<file path="src/rtl/cpu_run_ctrl.sv">
`timescale 1ns/1ps
`default_nettype none
// +----------------------------------------------------------------------------+
// | cpu_run_ctrl : run/halt/single-step controller producing the datapath      |
// |                clock enable, with stop causes and a retired-inst counter.  |
// | Optional feature macro: RUN_CTRL_BP_EN (breakpoint comparator).            |
// | Revision: 1.0                                                              |
// +----------------------------------------------------------------------------+
module cpu_run_ctrl #(
    parameter int          PC_W      = 32,
    parameter int          CNT_W     = 32,
    parameter logic [31:0] HALT_INST = 32'hFFFF_FFFF
) (
    input  logic             clk,
    input  logic             rst,
    input  logic             cmd_valid,
    output logic             cmd_ready,
    input  logic [1:0]       cmd_op,
    input  logic [7:0]       step_n,
    input  logic [PC_W-1:0]  pc,
    input  logic [31:0]      inst,
    input  logic             bp_en,
    input  logic [PC_W-1:0]  bp_addr,
    output logic             cpu_en,
    output logic [1:0]       state,
    output logic [2:0]       halt_cause,
    output logic             cmd_err,
    output logic [CNT_W-1:0] retired_cnt
);

    localparam logic [1:0] ST_HALT = 2'b00;
    localparam logic [1:0] ST_RUN  = 2'b01;
    localparam logic [1:0] ST_STEP = 2'b10;

    localparam logic [1:0] OP_HALT = 2'b00;
    localparam logic [1:0] OP_RUN  = 2'b01;
    localparam logic [1:0] OP_STEP = 2'b10;
    localparam logic [1:0] OP_CLR  = 2'b11;

    localparam logic [2:0] CAUSE_RESET = 3'd0;
    localparam logic [2:0] CAUSE_HOST  = 3'd1;
    localparam logic [2:0] CAUSE_STEP  = 3'd2;
    localparam logic [2:0] CAUSE_BREAK = 3'd3;
    localparam logic [2:0] CAUSE_HINST = 3'd4;

    logic [7:0] r_remaining;
    logic       w_active;
    logic       w_halt_inst;
    logic       w_bp_hit;
    logic       w_step_done;
    logic       w_start;

    assign cmd_ready   = 1'b1;
    assign w_active    = (state != ST_HALT);
    assign w_halt_inst = (inst == HALT_INST);
    assign w_start     = (state == ST_HALT) && cmd_valid &&
                         ((cmd_op == OP_RUN) || (cmd_op == OP_STEP));

`ifdef RUN_CTRL_BP_EN
    // Disarmed on entry so a resume from the breakpoint PC executes that instruction.
    logic r_bp_armed;

    always_ff @(posedge clk or negedge rst) begin
        if (!rst) begin
            r_bp_armed <= 1'b0;
        end else if (w_start) begin
            r_bp_armed <= 1'b0;
        end else if (cpu_en) begin
            r_bp_armed <= 1'b1;
        end
    end

    assign w_bp_hit = bp_en && r_bp_armed && (pc == bp_addr);
`else
    logic unused_bp;
    assign unused_bp = ^{bp_en, bp_addr};
    assign w_bp_hit  = 1'b0;
`endif

    assign cpu_en      = w_active && !w_halt_inst && !w_bp_hit;
    assign w_step_done = (state == ST_STEP) && cpu_en && (r_remaining == 8'd1);

    always_ff @(posedge clk or negedge rst) begin
        if (!rst) begin
            state       <= ST_HALT;
            halt_cause  <= CAUSE_RESET;
            cmd_err     <= 1'b0;
            r_remaining <= 8'd0;
            retired_cnt <= '0;
        end else begin
            cmd_err <= 1'b0;
            if (state == ST_HALT) begin
                if (cmd_valid && (cmd_op == OP_RUN)) begin
                    state <= ST_RUN;
                end else if (cmd_valid && (cmd_op == OP_STEP)) begin
                    state       <= ST_STEP;
                    r_remaining <= (step_n == 8'd0) ? 8'd1 : step_n;
                end
            end else begin
                if ((state == ST_STEP) && cpu_en) begin
                    r_remaining <= r_remaining - 8'd1;
                end
                if (cmd_valid && ((cmd_op == OP_RUN) || (cmd_op == OP_STEP))) begin
                    cmd_err <= 1'b1;
                end
                // Stop-cause priority: HALT instruction, breakpoint, step done, host.
                if (w_halt_inst) begin
                    state      <= ST_HALT;
                    halt_cause <= CAUSE_HINST;
                end else if (w_bp_hit) begin
                    state      <= ST_HALT;
                    halt_cause <= CAUSE_BREAK;
                end else if (w_step_done) begin
                    state      <= ST_HALT;
                    halt_cause <= CAUSE_STEP;
                end else if (cmd_valid && (cmd_op == OP_HALT)) begin
                    state      <= ST_HALT;
                    halt_cause <= CAUSE_HOST;
                end
            end
            if (cmd_valid && (cmd_op == OP_CLR)) begin
                retired_cnt <= '0;
            end else if (cpu_en) begin
                retired_cnt <= retired_cnt + CNT_W'(1);
            end
        end
    end

endmodule
`default_nettype wire

</file>
<file path="config.mk">
export PLATFORM = sky130hd
export DESIGN_NAME = cpu_run_ctrl
export DESIGN_NICKNAME = d
export VERILOG_FILES = /design/src/rtl/cpu_run_ctrl.sv
export SDC_FILE = /design/constraint.sdc
export NUM_CORES = 1
export LEC_CHECK = 0
export ABC_AREA = 1
export BUFFER_PORTS_ARGS = -buffer_cell sky130_fd_sc_hd__buf_4
export CORE_ASPECT_RATIO = 1.1
export CORE_MARGIN = 1
export CORE_UTILIZATION = 44
export CTS_CLUSTER_SIZE = 30
export DETAILED_ROUTE_END_ITERATION = 7
export PLACE_DENSITY = 0.78
export REMOVE_ABC_BUFFERS = 1
export SLEW_MARGIN = 30
export SYNTH_ARGS = -nofsm -noshare
export SYNTH_HDL_FRONTEND = slang
export SYNTH_SLANG_ARGS = --single-unit
export TNS_END_PERCENT = 1
</file>
<file path="constraint.sdc">
create_clock -name clk -period 1.6 [get_ports clk]
set_clock_uncertainty 0.1 [all_clocks]
set_input_delay 0.32 -clock clk [delete_from_list [all_inputs] [get_ports clk]]
set_output_delay 0.32 -clock clk [all_outputs]
set_load 0.05 [all_outputs]
</file>
**After elaboration in Yosys (flattened, before gate mapping)**

Cells that the tools add are included.

- $add $sub $neg: 2
- Equal/unequal tests: 9
- Mux-type cells: 18
- Bitwise logic cells: 1
- Reductions and logical operators: 21

Operator list:

| kind | count |
|---|---|
| 32-bit 2-to-1 mux | 2 |
| 8-bit 2-to-1 mux | 5 |
| 32-bit by 1-bit adder with 32-bit output, second input constant | 1 |
| 32-bit equality test, second input constant | 1 |
| 2-bit 2-to-1 mux | 6 |
| 3-bit 2-to-1 mux | 3 |
| 8-bit by 1-bit equality test with 1-bit output, second input constant | 1 |
| 1-bit logical AND | 8 |
| 8-bit zero test | 1 |
| 8-bit by 1-bit subtractor with 8-bit output, second input constant | 1 |
| 2-bit equality test, second input constant | 3 |
| 2-bit nonzero test | 3 |
| 2-bit zero test | 2 |
| 2-bit AND reduction | 2 |
| 4-bit nonzero test | 1 |
| 3-bit by 1-bit != test with 1-bit output, second input constant | 1 |
| 3-bit AND reduction | 1 |
| 3-bit nonzero test | 1 |
| 2-bit by 1-bit equality test with 1-bit output, second input constant | 1 |
| 1-bit 2-to-1 mux | 2 |
| 2-bit by 1-bit != test with 1-bit output, second input constant | 1 |
| 2-bit != test, second input constant | 1 |
| 1-bit zero test | 1 |
| 1-bit logical OR | 1 |
| 1-bit NOT | 1 |

- Register bits after elaboration: 46
- Input bits: 110
- Output and inout bits: 40
- Word-level logic and storage cells: 56

**Longest topological paths before layout**

Gate-level depths: netlist of run 1.

- Depth after elaboration: 8
- Mapped depth: 11
- Mapped depth without buffers: 10

**Least setup slack after synthesis of run 1**

No wires, ideal clock.

- Path kind: register -> register
- From: reg retired_cnt[0]
- To: reg retired_cnt[16]
- Setup time: 0.068 ns
- Arrival time: 1.827 ns
- Data required time: 1.432 ns
- Slack: -0.395 ns
- Cell stages (with the launch flop): 9
- Buffers on the path: 0
- Clock period less this slack: 1.995 ns
- Cell sequence: dfrtp_1 ha_1 nand3_2 inv_1 nand2_1 nor2_1 xor2_1 nand3_1 nand2_1

- Word-level cells in the longest chain between the ends: 3

Ends and longest elaborated chain:

| item | line | source |
|---|---|---|
| from (decl) | 28 | `output logic [CNT_W-1:0] retired_cnt` |
| from (signal assigned) | 124 | `retired_cnt <= retired_cnt + CNT_W'(1);` |
| 32-bit by 1-bit adder with 32-bit output | 124 |  |
| 32-bit 2-to-1 mux | 123 | `end else if (cpu_en) begin` |
| 32-bit 2-to-1 mux | 121 | `if (cmd_valid && (cmd_op == OP_CLR)) begin` |

Every way passes these cells. The select of a mux whose other input is x is not followed.
A chain may end at the register's enable or synchronous reset.

**Worst setup path in the final report of run 1**

- From: reg state[1]
- To: out cpu_en

- Word-level cells in the longest chain between the ends: 2

Ends and longest elaborated chain:

| item | line | source |
|---|---|---|
| from (decl) | 25 | `output logic [1:0] state,` |
| from (signal assigned) | 85 | `state <= ST_HALT;` |
| from (signal assigned) | 94 | `state <= ST_RUN;` |
| from (signal assigned) | 96 | `state <= ST_STEP;` |
| 2-bit nonzero test | 54 | `assign w_active = (state != ST_HALT);` |
| 1-bit logical AND | 80 | `assign cpu_en = w_active && !w_halt_inst && !w_bp_hit;` |
| to (decl) | 24 | `output logic cpu_en,` |

Every way passes these cells.

==> impl_metrics.ini, run 1 <==
[placement]
dp_slack_ns = -0.125
port_buffers = 83
hpwlAfterDp_um = 7130
gp_congestion = 0.910
place_area_sq_um = 4390

[global_route]
grt_pass1_vias = 3694
grt.overflow.total = 0
grt_start_max_net_pins = 47
track_usage_pct = 23.8
antenna_found_initial = 0
grt_pass1_wl_um = 15700

[power]
p_clk_share_pct = 11.4
pwr-share-seq_pct = 26.4
power.share.combinational_pct = 62.1
swShare_pct = 49.5
power.internal_w = 0.00335
powerDensity_nw_per_um2 = 1410
p_sw_w = 0.00328
vdd_drop_max_v = 0.00158
p_leak_nw = 2.27

[flow_run]
maxCapViolations = 0

[synthesis]
synth-adder-area-share_pct = 2.51
synth_warnings = 0
synth_top_cells_by_area = dfrtp_1 33%, nand2_1 19%, nand3_1 7.9%
synth-compound-area-share_pct = 8.17
synthXorXnorAreaFrac_pct = 3.51
syn_area_per_cell_sq_um = 6.82
synth_cell_types = 31
seq_area_frac_synth_pct = 33.0
synthSimpleGateAreaFrac_pct = 44.0
muxShareOfSynthArea_pct = 0
synth_seq_cells = 46
synthesis.area_sq_um = 3490
synth_top_area_cell = dfrtp_1
synthCells = 512
synth_top_family_by_area = simple AND/OR/NAND/NOR gates
synth_top_area_share_pct = 33.0

[timing]
fin_crit_ns = 1.64
rsz0062_at_grt = yes
slew_viol_final = 0
period_share_pct = 102
maxSlewHeadroom_pct = 58.9
fin_ws_ns = -0.0381
fmax_mhz = 610
finalHoldViolCount = 0
setup_viol = 1
worst_pin_slew_ns = 0.617

[detailed_routing]
drtIter0Drc = 160
dr.pass1.iters = 4
drc_errors = 0
via_per_inst = 5.00
wl_per_cell_um = 12.7
via_count = 3711
ant_nets = 0
wirelength_um = 9410

[setup_path]
cp_data_arrival_time_ns = 1.22
end_kind = output port
crit_fanout = 3
required_ns = 1.18
r2r-start = retired_cnt[1]$_DFFE_PN0P_
crit_type = flop to output port
crit_path_start_kind = flop
r2r_slack_ns = 0.07
timing.rr.end = retired_cnt[15]$_DFFE_PN0P_
r2r_cells = 8

[cells_and_area]
nets = 753
n_antenna_cell = 0
fill_cells = 707
design_area_sq_um = 4710
final_layout_size_suffix_gt1_share_pct = 36.1
area_delta_synth_final_pct = 34.9

[clock_tree]
cts-root-buf = clkbuf_8
htreeDepth = 2
cts-buffers-inserted = 5
clockBufferDepth = 2
cts_tree = yes
cts_sinks = 46
clkLatencyLatePin_ns = 0.30
path_clk_slew_ns = 0.09

[floorplanning]
die_w_um = 86.9
pin_count = 150
floorplan.initialDensity_pct = 46.2
die_y_um = 95.4
rows = 33
core_area_sq_um = 7560
die_area_sq_um = 8300

[status]
violations = setup timing
outcome = finished with violations

[hold_path]
hold_class = input port to flop
hold_depth = 3
hp-start = cmd_valid
hold_end = cmd_err$_DFF_PN0_
==> synthesized netlist by cell type <==
cell and count:
ha_1 7, nor2_4 7, buf_12 3, nand3b_1 1
conb_1 1, a21oi_2 1, buf_4 1, o21ai_2 21
inv_2 3, nand4_1 1, clkinv_8 1, buf_6 3
xnor2_1 6, o21ai_1 2, nand2_4 3, dfrtp_1 46
nand3_1 55, nor3_1 2, a21oi_1 2, o21ai_0 13
inv_1 42, nand3_2 1, or2_2 2, buf_2 3
nand2_1 176, xor2_1 8, nor2_2 6, nand2_2 22
o211ai_1 1, clkbuf_1 1, nor2_1 71
==> per-layer routing <==
metal | routed length [um] | track usage (%) | share of wire [%] | up-vias
met1 | 3950 | 27.7 | 42 | 1733
met2 | 4850 | 44.4 | 52 | 117
met4 | 166 | 8.75 | 1.8 | 0
met5 | 0 | 0 | 0 | -
li1 | - | - | - | 1843
met3 | 442 | 2.94 | 4.7 | 18
==> worst max-delay path: stages (launching register included) <==
cell and delay (ns):
dfrtp_1 0.41, nor2_4 0.07, buf_6 0.12, a21oi_4 0.15, buf_6 0.18
==> cell type report <==
type	count	area [sq um]	area share (%)
multi-input cells	409	2140	45.4
flip-flops and latches	46	1160	24.6
repair buffers	128	995	21.1
inverters	46	191	4.06
well taps	105	131	2.79
clock buffers	7	86.3	1.83
clock inverters	1	5.00	0.106
==> flip-flops by register name (all words and copies together) (netlist names) <==
name         count
r_remaining      8
retired_cnt     32
cmd_err          1
halt_cause       3
state            2
==> timing repair <==
action | 4_1_cts | 5_1_grt
resized for setup | 6 | 40
setup endpoints to repair | 3 | 44
setup buffers | 4 | 6
hold buffers | 1 | 0
pin swaps | 1 | 7
endpoints found under the hold margin | 46 | 0
==> how the worst max path moves through the flow <==
stage | slack [ns] | startpoint | endpoint | cells past startpoint
3_5_place_dp | -0.12 | inst[9] | r_remaining[6]$_DFFE_PN0P_ | 10
3_3_place_gp | -0.05 | inst[21] | cpu_en | 8
6_report | -0.04 | state[1]$_DFFE_PN0P_ | cpu_en | 4
5_1_grt | -0.06 | state[1]$_DFFE_PN0P_ | cpu_en | 4
2_1_floorplan | -0.40 | retired_cnt[0]$_DFFE_PN0P_ | retired_cnt[16]$_DFFE_PN0P_ | 8
4_1_cts | -0.02 | state[0]$_DFFE_PN0P_ | cpu_en | 4
==> stage by stage <==
stage	hold slack, ns	util (%)	cells	setup TNS, ns	total power, W
floorplan	-0.0756	-	501	-8.14	0.00410
global placement	0.267	58.2	723	-0.314	0.00535
detailed placement	0.277	58.2	723	-0.833	0.00547
CTS	0.183	60.2	736	-0.0214	0.00638
global route	0.179	62.3	742	-0.361	0.00704
finish	0.189	62.3	742	-0.0381	0.00664
==> power by group through the flow <==
stage | Sequential (W) | Combinational (W) | Clock (W)
after floorplan | 0.00245 | 0.00164 | 0
after global placement | 0.00174 | 0.00361 | 0
after detailed placement | 0.00175 | 0.00372 | 0
after CTS | 0.00173 | 0.00388 | 0.000778
after global routing | 0.00179 | 0.00444 | 0.000820
final | 0.00175 | 0.00412 | 0.000759
==> layout by cell type, fill, tap and decap left out, drive strengths merged <==
master and n:
nand2 201, buf 127, nor2 84, nand3 56
inv 46, dfrtp 46, o21ai 36, xor2 8
clkbuf 7, ha 7, xnor2 6, a21oi 3
or2 2, nor3 2, nand4 1, o211ai 1
nand3b 1, conb 1, clkinv 1, dlygate4sd3 1
==> cells by family after synthesis <==
group,Yosys count
adders and majority gates,7
other,1
xor gates and xnor gates,14
buffers and inverters,57
AOI/OAI and AO/OA,40
and+or+nand+nor,347
DFF,46
Note: power is estimated with default switching activity, not from simulation.
==> run 2, diff against run 1 <==
Settings changed: SKIP_LAST_GASP set to 1.
==> impl_metrics.ini, run 2 (synthesized netlist as in run 1, its figures left out) <==
[global_route]
grt_pass1_wl_um = 15700
grt_pass1_vias = 3693
track_usage_pct = 23.8
antenna_found_initial = 0
grt_start_max_net_pins = 47
grt.overflow.total = 0

[timing]
finalHoldViolCount = 0
finalSetupTns_ns = -0.0670
setup_viol = 2
rsz0062_at_grt = yes
fin_crit_ns = 1.65
fmax_mhz = 606
maxSlewHeadroom_pct = 59.8
worst_pin_slew_ns = 0.604
fin_ws_ns = -0.0505
slew_viol_final = 0
period_share_pct = 103

[hold_path]
hold_class = input port to flop

[setup_path]
crit_type = flop to output port
crit_fanout = 3
cp_data_arrival_time_ns = 1.23
crit_path_start_kind = flop
end_kind = output port
required_ns = 1.18

[cells_and_area]
fill_cells = 714
nets = 753
area_delta_synth_final_pct = 33.3
final_common_cell = nand2_1
layout_common_cells = 174 x nand2_1, 123 x buf_4, 62 x nor2_1
final_layout_size_suffix_gt1_share_pct = 34.5
top_register = retired_cnt
fin_cells = 742
final_core_util_pct = 61.6
n_antenna_cell = 0
largest_reg_flops = 32
reg_top3 = retired_cnt (32), r_remaining (8), halt_cause (3)

[placement]
port_buffers = 83
dp_slack_ns = -0.125
place_inst = 723
gp_congestion = 0.910
hpwlAfterDp_um = 7130

[power]
p_clk_share_pct = 11.6
swShare_pct = 49.4
vdd_drop_max_v = 0.00164
pwr-share-seq_pct = 26.7
power.share.combinational_pct = 61.7
p_sw_w = 0.00322
power.internal_w = 0.00331
p_leak_nw = 2.27
finalPower_w = 0.00653
powerDensity_nw_per_um2 = 1400

[floorplanning]
die_w_um = 86.9
rows = 33
die_area_sq_um = 8300
floorplan.initialDensity_pct = 46.2
die_y_um = 95.4
pin_count = 150
core_area_sq_um = 7560

[clock_tree]
cts_sinks = 46
cts-buffers-inserted = 5
cts_tree = yes
clockBufferDepth = 2
path_clk_slew_ns = 0.09
clkLatencyLatePin_ns = 0.30
htreeDepth = 2
cts-root-buf = clkbuf_8

[detailed_routing]
via_count = 3685
ant_nets = 0
drtIter0Drc = 158
drc_errors = 0
wirelength_um = 9320
wl_per_cell_um = 12.6
via_per_inst = 4.97
dr.pass1.iters = 4

[flow_run]
maxCapViolations = 0

[status]
outcome = finished with violations
violations = setup timing
[run 2: cell counts in the layout (fill, tap and decap cells not counted)]
Identical to the previous run, type by type.
[run 2: worst paths after layout]
| kind | slack [ns] | cells past startpoint | start | endpoint |
|---|---|---|---|---|
| worst max-delay path | -0.05 | 4 | state[1]$_DFFE_PN0P_ | cpu_en |
| worst min register to register | 0.45 | 2 | halt_cause[2]$_DFFE_PN0P_ | halt_cause[2]$_DFFE_PN0P_ |
| worst min-delay path | 0.19 | 3 | cmd_valid | cmd_err$_DFF_PN0_ |
| max in group asynchronous | 0.48 | 2 | rst | retired_cnt[14]$_DFFE_PN0P_ |
| min in group asynchronous | 0.47 | 2 | rst | retired_cnt[11]$_DFFE_PN0P_ |
| worst max register to register | 0.03 | 8 | state[1]$_DFFE_PN0P_ | retired_cnt[2]$_DFFE_PN0P_ |
[run 2: power by group through the flow]
stage	logic (W)	clock network [W]	registers (W)
2_1_floorplan	0.00164	0	0.00245
3_3_place_gp	0.00361	0	0.00174
3_5_place_dp	0.00372	0	0.00175
4_1_cts	0.00388	0.000778	0.00173
5_1_grt	0.00434	0.000819	0.00178
6_report	0.00403	0.000761	0.00174
[run 2: cell type report]
type	count	area (sq um)	share of cell area, %
Clock buffer	7	86.3	1.85
Clock inverter	1	5.00	0.107
Inverter	46	189	4.06
Multi-Input combinational cell	409	2100	45.1
Sequential cell	46	1160	24.8
Tap cell	105	131	2.82
Timing Repair Buffer	128	987	21.2
[run 2: per-layer routing]
metal	wire (um)	up-vias	part of all wire, %	global-route usage (%)
met1	4010	1724	43	27.8
li1	-	1846	-	-
met4	205	0	2.2	8.89
met3	380	21	4.1	2.94
met2	4720	94	51	44.3
met5	0	-	0	0
[run 2: stage by stage]
stage                     hold WS, ns  instance area, sq um
final                           0.189                  4660
after global routing            0.180                  4660
after floorplan               -0.0756                  3370
after CTS                       0.183                  4550
after detailed placement        0.277                  4390
after global placement          0.267                  4390
[run 2: timing repair]
action	in CTS	in global routing
endpoints found under the setup margin	3	44
hold buffers	1	0
pin swaps	1	7
endpoints found under the hold margin	46	0
gates resized for setup	5	24
buffers inserted	4	6
[run 2: critical path: stages (launching register included)]
cell,delay (ns)
dfrtp_1,0.41
nor2_4,0.07
buf_6,0.12
a21oi_4,0.15
buf_6,0.18
